==> config.mk <==
export PLATFORM = sky130hd
export DESIGN_NAME = draw_number
export DESIGN_NICKNAME = d
export VERILOG_FILES = /design/src/rtl/draw_number.sv
export SDC_FILE = /design/constraint.sdc
export NUM_CORES = 1
export LEC_CHECK = 0
export CORE_MARGIN = 2
export CORE_UTILIZATION = 51
export CTS_CLUSTER_SIZE = 40
export DETAILED_ROUTE_END_ITERATION = 10
export GPL_TIMING_DRIVEN = 0
export HOLD_SLACK_MARGIN = 0.12
export PLACE_DENSITY = 0.83
export SLEW_MARGIN = 20
export SYNTH_ARGS = -nofsm -noshare
export SYNTH_HDL_FRONTEND = slang
export SYNTH_SLANG_ARGS = --single-unit
export TNS_END_PERCENT = 50
==> constraint.sdc <==
create_clock -name clk -period 5.82 [get_ports clk]
set_clock_uncertainty 0.15 [all_clocks]
set_input_delay 0.582 -clock clk [delete_from_list [all_inputs] [get_ports clk]]
set_output_delay 0.582 -clock clk [all_outputs]
set_load 0.01 [all_outputs]
==> src/rtl/draw_number.sv <==
// Prints an unsigned binary value as right-aligned decimal text by converting it to BCD
// (sequential double-dabble) and handing one digit at a time to draw_char.
module draw_number #(
    parameter int PIXEL_X_WIDTH  = 10,
    parameter int PIXEL_Y_WIDTH  = 9,
    parameter int COLOR_ID_WIDTH = 8,
    parameter int VALUE_WIDTH    = 17,
    parameter int DIGITS         = 5
) (
    input  logic                      clk,
    input  logic                      rst,
    input  logic                      start,
    input  logic [VALUE_WIDTH-1:0]    value,
    input  logic [PIXEL_X_WIDTH-1:0]  x,
    input  logic [PIXEL_Y_WIDTH-1:0]  y,
    input  logic [3:0]                size,
    input  logic                      lz_blank,
    input  logic [COLOR_ID_WIDTH-1:0] fg,
    input  logic [COLOR_ID_WIDTH-1:0] bg,
    output logic                      busy,
    output logic                      done,
    output logic                      ovf,
    output logic [PIXEL_X_WIDTH-1:0]  cx,
    output logic [PIXEL_Y_WIDTH-1:0]  cy,
    output logic [7:0]                ccode,
    output logic [3:0]                csize,
    output logic [1:0]                cmode,
    output logic [COLOR_ID_WIDTH-1:0] cfg,
    output logic [COLOR_ID_WIDTH-1:0] cbg,
    output logic                      cvld,
    input  logic                      cdone
);

    function automatic logic [63:0] pow10(input int n);
        logic [63:0] r;
        r = 64'd1;
        for (int i = 0; i < n; i++) r = r * 64'd10;
        return r;
    endfunction

    localparam logic [63:0] MAX_VAL = pow10(DIGITS) - 64'd1;
    localparam int BCD_W = 4 * DIGITS;
    localparam int CNT_W = $clog2(VALUE_WIDTH + 1);
    localparam int K_W   = $clog2(DIGITS + 1);

    typedef enum logic [2:0] {
        S_IDLE, S_CONV, S_ISSUE, S_WAIT, S_GAP, S_FIN
    } state_t;

    state_t state, state_nxt;

    logic [VALUE_WIDTH-1:0]    val_sr;
    logic [BCD_W-1:0]          bcd;
    logic [BCD_W-1:0]          bcd_adj;
    logic [CNT_W-1:0]          cnt;
    logic [K_W-1:0]            k;
    logic                      seen_nz;
    logic                      lz_r;
    logic [PIXEL_X_WIDTH-1:0]  x_r;
    logic [PIXEL_Y_WIDTH-1:0]  y_r;
    logic [3:0]                size_r;
    logic [COLOR_ID_WIDTH-1:0] fg_r;
    logic [COLOR_ID_WIDTH-1:0] bg_r;

    logic                      over;
    logic                      conv_last;
    logic                      last_digit;
    logic                      blank;
    logic [3:0]                digit;
    logic [PIXEL_X_WIDTH-1:0]  pitch;

    assign over       = 64'(value) > MAX_VAL;
    assign conv_last  = (cnt == CNT_W'(VALUE_WIDTH - 1));
    assign last_digit = (k == K_W'(DIGITS - 1));
    // The digit under issue is always the top nibble; GAP shifts the next one up.
    assign digit      = bcd[BCD_W-1 -: 4];
    assign blank      = lz_r && !seen_nz && (digit == 4'd0) && !last_digit;
    assign pitch      = (PIXEL_X_WIDTH'(size_r) + PIXEL_X_WIDTH'(1)) * PIXEL_X_WIDTH'(6);

    always_comb begin
        bcd_adj = bcd;
        for (int i = 0; i < DIGITS; i++) begin
            if (bcd[4*i +: 4] >= 4'd5) bcd_adj[4*i +: 4] = bcd[4*i +: 4] + 4'd3;
        end
    end

    always_ff @(posedge clk) begin
        if (rst) state <= S_IDLE;
        else     state <= state_nxt;
    end

    // NOTE: every signal driven here gets a default first, so no path can infer a latch.
    always_comb begin
        state_nxt = state;
        unique case (state)
            S_IDLE:  if (start) state_nxt = S_CONV;
            S_CONV:  if (conv_last) state_nxt = S_ISSUE;
            S_ISSUE: state_nxt = blank ? S_GAP : S_WAIT;
            S_WAIT:  if (cdone) state_nxt = S_GAP;
            S_GAP:   state_nxt = last_digit ? S_FIN : S_ISSUE;
            S_FIN:   state_nxt = S_IDLE;
            default: state_nxt = S_IDLE;
        endcase
    end

    // NOTE: sequential state uses non-blocking assignments so every register samples pre-edge values.
    always_ff @(posedge clk) begin
        if (rst) begin
            val_sr  <= '0;
            bcd     <= '0;
            cnt     <= '0;
            k       <= '0;
            seen_nz <= 1'b0;
            lz_r    <= 1'b0;
            x_r     <= '0;
            y_r     <= '0;
            size_r  <= '0;
            fg_r    <= '0;
            bg_r    <= '0;
            ovf     <= 1'b0;
        end else begin
            unique case (state)
                S_IDLE: if (start) begin
                    val_sr  <= over ? MAX_VAL[VALUE_WIDTH-1:0] : value;
                    ovf     <= over;
                    bcd     <= '0;
                    cnt     <= '0;
                    k       <= '0;
                    seen_nz <= 1'b0;
                    lz_r    <= lz_blank;
                    x_r     <= x;
                    y_r     <= y;
                    size_r  <= size;
                    fg_r    <= fg;
                    bg_r    <= bg;
                end
                S_CONV: begin
                    bcd    <= {bcd_adj[BCD_W-2:0], val_sr[VALUE_WIDTH-1]};
                    val_sr <= val_sr << 1;
                    cnt    <= cnt + CNT_W'(1);
                end
                S_ISSUE: if (digit != 4'd0) seen_nz <= 1'b1;
                S_GAP: begin
                    bcd <= bcd << 4;
                    k   <= k + K_W'(1);
                end
                default: ;
            endcase
        end
    end

    // Command fields come straight from latched state, so they hold still for the whole WAIT.
    assign busy  = (state == S_CONV) || (state == S_ISSUE) || (state == S_WAIT) || (state == S_GAP);
    assign done  = (state == S_FIN);
    assign cvld  = (state == S_ISSUE) && !blank;
    assign cx    = x_r + PIXEL_X_WIDTH'(k) * pitch;
    assign cy    = y_r;
    assign ccode = ((state == S_ISSUE) || (state == S_WAIT)) ? (8'h30 + {4'h0, digit}) : 8'h00;
    assign csize = size_r;
    assign cmode = 2'b10;
    assign cfg   = fg_r;
    assign cbg   = bg_r;

endmodule

==> metrics.cfg, run 1 <==
[outcome]
outcome = finished, final reports clean

[synth]
synthFlopType = dfxtp_1
synth_compound_area_share_pct = 19.6
yosysWarnings = 0
synth_edf_count = 0
avgSynthCellArea_um2 = 8.18
synth_top_family_by_area = compound AO/OA/AOI/OAI gates
synthArstFlopShare_pct = 0
synth-seq-cells = 90
synth.distinct_cells = 48
muxShareOfSynthArea_pct = 1.40
synthSimpleGateAreaFrac_pct = 19.3
synth-adder-area-share_pct = 12.0
synth_area_um2 = 5090
synth.yosys.seq_area_share_pct = 35.4
netlist_instances = 622
synth_xor_area_share_pct = 5.16

[cells_and_area]
area_growth_pct = 30.2
drive_gt1_share_pct = 8.14
design_area_um2 = 6630
layout.nets = 849
regArea_um2 = 1810
num_antenna_cells = 0
layout_common_cells = nand2_1, clkdlybuf4s50_1, dfxtp_1
fillers = 782
multi_input_area_um2 = 3010
layout_commonest_cell = nand2_1

[route]
drtIter0Drc = 308
detail-route-antenna-nets = 0
post-route-drc-count = 0
dr_total_vias = 4846
routed_wl_um = 13300
wl_per_cell_um = 15.1
dr.pass1.iters = 8
drt-vias-per-instance = 5.49

[critical_path]
startpoint_type = register
max_stage_delay_ns = 0.56
path_cells = inv_1, ha_4, inv_1, ha_1, a21o_1, a21o_1, xor2_2, nand2_1, fa_1, inv_1, ha_1, a21oi_2, xnor2_1, ha_1, nand2_1, o21ai_0, nor2_1, xnor2_1, clkdlybuf4s50_1
worstPathRequired_ns = 5.09
cp.arrival_ns = 4.83
cp.buffers_inverters = 4
rrSetupSlack_ns = 3.70
path_max_fanout = 8
worst-path-stages = 19
cp_top_family = adder cells
critPathCaptureType = primary output
r2r-end = val_sr[9]$_SDFFE_PP0P_
crit_slowest_cell = clkdlybuf4s50_1
rr_worst_depth = 6
critical_path_class = register to primary output
r2r-start = state[1]$_SDFFE_PP0P_

[floorplanning]
die_y_um = 104
initial_utilization_pct = 52.3
coreArea_um2 = 9730
io_pins = 114
dieWidth_um = 104
die_area_um2 = 10800
std_cell_rows = 36

[clock_network]
cts_tree = done
clk_path_buf_depth = 2
clkTransAtPathRegs_ns = 0.09
cts_sinks = 90
cts-root-buf = clkbuf_8
holdBufCountCts = 0
htree_levels = 3
clkLatencyLatePin_ns = 0.37
numCtsBuffers = 9

[global_routing]
antenna_found_initial = 0
grt_pass1_wl_um = 21900
grt_pass1_vias = 4668
overflow = 0
grtUsageTotal_pct = 24.5
grt_max_degree = 19

[timing]
fin_crit_sh_pct = 95.6
finalSetupTns_ns = 0
rsz0062_at_grt = no
tightestPinTransition_ns = 0.625
fmax_ghz = 0.180
drv_slew = 0
setup_violations = 0
finalCriticalPeriod_ns = 5.57
slew_headroom_pct = 58.3
hold_viol_final = 0
whs_ns = 0.308

[min_path]
hold_class = register to register
whs_path_depth = 2
holdPathEnd = val_sr[16]$_SDFFE_PP0P_
min_from = val_sr[16]$_SDFFE_PP0P_

[placed_design]
placed_area_um2 = 6340
gp_congestion = 0.872
port_buffers = 108
dp_hpwl_um = 10100

[power_and_ir_drop]
vdd.ir_drop.worst_v = 0.000249
p_total_mw = 2.14
power_density_nw_per_um2 = 322
p_leak_nw = 2.73

[run]
max_cap_viol_count = 0

[power by group]
| group | internal, mW | total [mW] | leakage, nW | switching (mW) |
|---|---|---|---|---|
| clock network | 0.168 | 0.416 | 0.101 | 0.248 |
| registers | 0.719 | 0.795 | 0.738 | 0.0765 |
| logic | 0.396 | 0.925 | 1.89 | 0.530 |
| total | 1.28 | 2.14 | 2.73 | 0.854 |
[synthesized netlist by cell type, types with 3 or more instances]
cell / count / area [um2]
fa_1: 8 / 160
o21ai_0: 16 / 80.1
and3_1: 4 / 25.0
a221oi_1: 8 / 70.1
dfxtp_1: 90 / 1800
mux2i_1: 6 / 60.1
nor2_1: 48 / 180
buf_6: 4 / 45.0
nand2b_1: 11 / 68.8
a22oi_1: 12 / 90.1
buf_4: 7 / 52.6
buf_2: 12 / 60.1
clkbuf_1: 19 / 71.3
a21o_1: 7 / 52.6
nand3_1: 5 / 25.0
nand4_1: 3 / 18.8
a222oi_1: 12 / 120
a211oi_1: 11 / 82.6
nor3_1: 12 / 60.1
inv_1: 34 / 128
or3_1: 5 / 31.3
xnor2_1: 20 / 175
ha_1: 36 / 450
a21oi_1: 76 / 380
and2_1: 5 / 31.3
nand2_1: 110 / 413
xor2_1: 10 / 87.6
[flip-flops by register name, indices dropped and copies added (netlist names), 3 cells and up]
signal / cells
bcd: 20
cfg: 8
val_sr: 17
cy: 9
cbg: 8
state: 3
csize: 4
x_r: 10
cnt: 5
k: 3
[worst max-delay path by stage]
stage,start,slack [ns],end
2_1_floorplan,csize[0]$_SDFFE_PP0P_,1.08,cx[9]
3_3_place_gp,csize[0]$_SDFFE_PP0P_,0.36,cx[9]
3_5_place_dp,csize[0]$_SDFFE_PP0P_,0.26,cx[9]
4_1_cts,csize[0]$_SDFFE_PP0P_,0.01,cx[9]
5_1_grt,csize[0]$_SDFFE_PP0P_,0.02,cx[7]
6_report,csize[0]$_SDFFE_PP0P_,0.25,cx[7]
[worst min-delay path, delay by kind of cell (launching register included)]
kind             cells  cell delay, ns
flip-flops           1            0.32
AND/OR/NAND/NOR      1            0.05
AO/OA/AOI/OAI        1            0.05
[final cells by class]
| class | count | area share (%) |
|---|---|---|
| Timing Repair Buffer | 109 | 16.5 |
| Clock inverter | 7 | 1.06 |
| Tap cell | 133 | 2.51 |
| Clock buffer | 9 | 1.87 |
| Inverter | 34 | 1.93 |
| Multi-Input combinational cell | 458 | 45.4 |
| Buffer | 42 | 3.45 |
| Sequential cell | 90 | 27.3 |
[stage by stage]
step | std cells | utilization, % | setup slack (ns)
floorplan | 624 | - | 1.08
global placement | 865 | 65.2 | 0.364
detailed placement | 865 | 65.2 | 0.258
CTS | 881 | 67.4 | 0.0144
global route | 882 | 68.1 | 0.0184
finish | 882 | 68.1 | 0.255
[routing by layer]
metal	wire, um	part of all wire, %	track usage [%]
met1	5520	41	28.6
met2	6570	49	43.2
met3	835	6.3	4.26
met4	412	3.1	12.1
met5	0	0	0
[cells by family after synthesis]
logic type / after synthesis
muxes: 7
other: 2
and+or+nand+nor: 216
buffers and inverters: 76
AOI/OAI and AO/OA: 157
DFF: 90
adders and majority gates: 44
xor gates and xnor gates: 30
[repair_timing]
| item | in CTS | in global routing |
|---|---|---|
| buffers inserted | 0 | 1 |
| setup endpoints to repair | 3 | 4 |
| pin swaps | 1 | 3 |
| gates resized for setup | 5 | 13 |
No activity file was read; power rests on OpenSTA's default activity.
==> run 2: changes to the inputs <==
- PLACE_DENSITY: 0.83 -> 0.81
==> metrics.cfg, run 2 (synthesized netlist as in run 1, its figures left out) <==
[critical_path]
path_cells = ha_2, xor2_2, inv_1, fa_1, nand2b_1, fa_1, inv_1, ha_1, fa_1, xor2_1, ha_1, nand2_1, o21ai_0, o41ai_2, xnor2_1, clkdlybuf4s50_1  ; was inv_1, ha_4, inv_1, ha_1, a21o_1, a21o_1, xor2_2, nand2_1, fa_1, inv_1, ha_1, a21oi_2, xnor2_1, ha_1, nand2_1, o21ai_0, nor2_1, xnor2_1, clkdlybuf4s50_1
critical_path_class = register to primary output  ; unchanged
path_max_fanout = 8  ; unchanged
rrSetupSlack_ns = 3.66  ; was 3.70 ns
cp.arrival_ns = 4.96  ; was 4.83 ns
critPathCaptureType = primary output  ; unchanged
max_stage_delay_ns = 0.55  ; was 0.56 ns
crit_slowest_cell = clkdlybuf4s50_1  ; unchanged
worstPathRequired_ns = 5.09  ; about the same
startpoint_type = register  ; unchanged
critPathMostFrequentCell = fa_1

[cells_and_area]
layout_common_cells = nand2_1, clkdlybuf4s50_1, dfxtp_1  ; unchanged
num_antenna_cells = 0  ; unchanged
reg_top3 = bcd x20, val_sr x17, x_r x10  ; unchanged
largest_reg_flops = 20  ; unchanged
final_cells = 881  ; was 882
finish.utilization_pct = 68.2  ; was 68.1%
drive_gt1_share_pct = 7.35  ; was 8.14%
layout_commonest_cell = nand2_1  ; unchanged
fillers = 771  ; was 782
largest_register = bcd  ; unchanged
area_growth_pct = 30.4  ; was 30.2%
layout.nets = 848  ; was 849
design_area_um2 = 6640  ; was 6630 um2

[timing]
finalSetupTns_ns = 0  ; unchanged
slew_headroom_pct = 57.1  ; was 58.3%
layout_setup_ws_ns = 0.129  ; was 0.255 ns
setup_violations = 0  ; unchanged
hold_viol_final = 0  ; unchanged
fin_crit_sh_pct = 97.8  ; was 95.6%
rsz0062_at_grt = yes  ; was no
drv_slew = 0  ; unchanged
fmax_ghz = 0.176  ; was 0.180 GHz
whs_ns = 0.310  ; was 0.308 ns
finalCriticalPeriod_ns = 5.69  ; was 5.57 ns
tightestPinTransition_ns = 0.643  ; was 0.625 ns

[floorplanning]
die_y_um = 104  ; unchanged
dieWidth_um = 104  ; unchanged
std_cell_rows = 36  ; unchanged
io_pins = 114  ; unchanged
coreArea_um2 = 9730  ; unchanged
initial_utilization_pct = 52.3  ; unchanged
die_area_um2 = 10800  ; unchanged

[power_and_ir_drop]
vdd.ir_drop.worst_v = 0.000263  ; was 0.000249 V
clockPowerShare_pct = 21.9  ; was 19.5%
p_leak_nw = 2.72  ; was 2.73 nW
combinationalPowerShare_pct = 41.8  ; was 43.3%
internal_power_mw = 1.37  ; was 1.28 mW
power_density_nw_per_um2 = 330  ; was 322 nW/um2
p_sw_mw = 0.823  ; was 0.854 mW
switching_share_pct = 37.5  ; was 40.0%
p_total_mw = 2.19  ; was 2.14 mW
p_seq_share_pct = 36.2  ; was 37.2%

[global_routing]
grtUsageTotal_pct = 24.8  ; was 24.5%
antenna_found_initial = 0  ; unchanged
grt_pass1_vias = 4782  ; was 4668
grt_max_degree = 16  ; was 19
overflow = 0  ; unchanged
grt_pass1_wl_um = 22200  ; was 21900 um

[route]
dr.pass1.iters = 6  ; was 8
drtIter0Drc = 390  ; was 308
post-route-drc-count = 0  ; unchanged
detail-route-antenna-nets = 0  ; unchanged
wl_per_cell_um = 15.3  ; was 15.1 um
drt-vias-per-instance = 5.53  ; was 5.49
dr_total_vias = 4868  ; was 4846
routed_wl_um = 13500  ; was 13300 um

[clock_network]
htree_levels = 3  ; unchanged
numCtsBuffers = 9  ; unchanged
cts_sinks = 90  ; unchanged
clkLatencyLatePin_ns = 0.36  ; was 0.37 ns
clkTransAtPathRegs_ns = 0.08  ; was 0.09 ns
clk_path_buf_depth = 2  ; unchanged
cts_tree = done  ; unchanged
cts-root-buf = clkbuf_8  ; unchanged
holdBufCountCts = 0  ; unchanged

[min_path]
hold_class = register to register  ; unchanged

[placed_design]
gp_congestion = 0.914  ; was 0.872
dp_hpwl_um = 10100  ; about the same
placed_area_um2 = 6340  ; unchanged
dpl.cell_count = 865  ; unchanged
port_buffers = 108  ; unchanged
dp_slack_ns = 0.122  ; was 0.258 ns

[outcome]
outcome = finished, final reports clean  ; unchanged

[run]
max_cap_viol_count = 0  ; unchanged

[run 2: changes by cell type in the layout (fill, tap and decap cells not counted), sizes merged]
| cell | delta |
|---|---|
| inv | -3 |
| bufinv | +2 |
| clkbuf | +2 |
| clkinv | -2 |
| buf | -1 |
| clkinvlp | +1 |
[run 2: worst max-delay path, delay by kind of cell (launching register included)]
family / cells / cell delay [ns]
fa+ha+maj: 6 / 2.18
compound gates: 2 / 0.48
flops: 1 / 0.40
simple gates: 2 / 0.26
buf+inv: 3 / 0.69
xor+xnor: 3 / 0.57
[run 2: final timing paths]
| check | startpoint | endpoint | cells past startpoint |
|---|---|---|---|
| worst min register to register | cfg[5]$_SDFFE_PP0P_ | cfg[5]$_SDFFE_PP0P_ | 2 |
| worst min-delay path | cfg[5]$_SDFFE_PP0P_ | cfg[5]$_SDFFE_PP0P_ | 2 |
| worst max-delay path | csize[0]$_SDFFE_PP0P_ | cx[8] | 16 |
| worst max register to register | k[0]$_SDFFE_PP0P_ | state[1]$_SDFFE_PP0P_ | 8 |
[run 2: layout make-up]
cell class | count | area (um2) | area share (%)
buffer | 42 | 229 | 3.45
clock buffer | 11 | 141 | 2.13
clock inverter | 5 | 85.1 | 1.28
inverter | 34 | 128 | 1.92
multi-input combinational | 458 | 3000 | 45.1
sequential | 90 | 1810 | 27.3
tap | 133 | 166 | 2.51
timing repair buffer | 108 | 1080 | 16.3
[run 2: timing repair]
item,4_1_cts,5_1_grt
pin swaps,1,3
cloned,0,0
resized for setup,7,7
endpoints found under the setup margin,3,3
buffers inserted,0,0
[run 2: metal layers]
| layer | GRT usage (%) | part of all wire [%] | vias to the layer above |
|---|---|---|---|
| li1 | - | - | 2375 |
| met1 | 29.9 | 41 | 2304 |
| met2 | 43.8 | 52 | 160 |
| met3 | 4.07 | 5.0 | 29 |
| met4 | 10.5 | 2.3 | 0 |
| met5 | 0 | 0 | - |
[run 2: power groups by stage]
stage          Sequential [mW]  Clock (mW)  Combinational [mW]
5_1_grt                  0.805       0.512                1.01
4_1_cts                  0.792       0.485               0.901
3_3_place_gp             0.799           0               0.869
2_1_floorplan            0.802           0               0.574
3_5_place_dp             0.803           0               0.895
6_report                 0.794       0.481               0.917
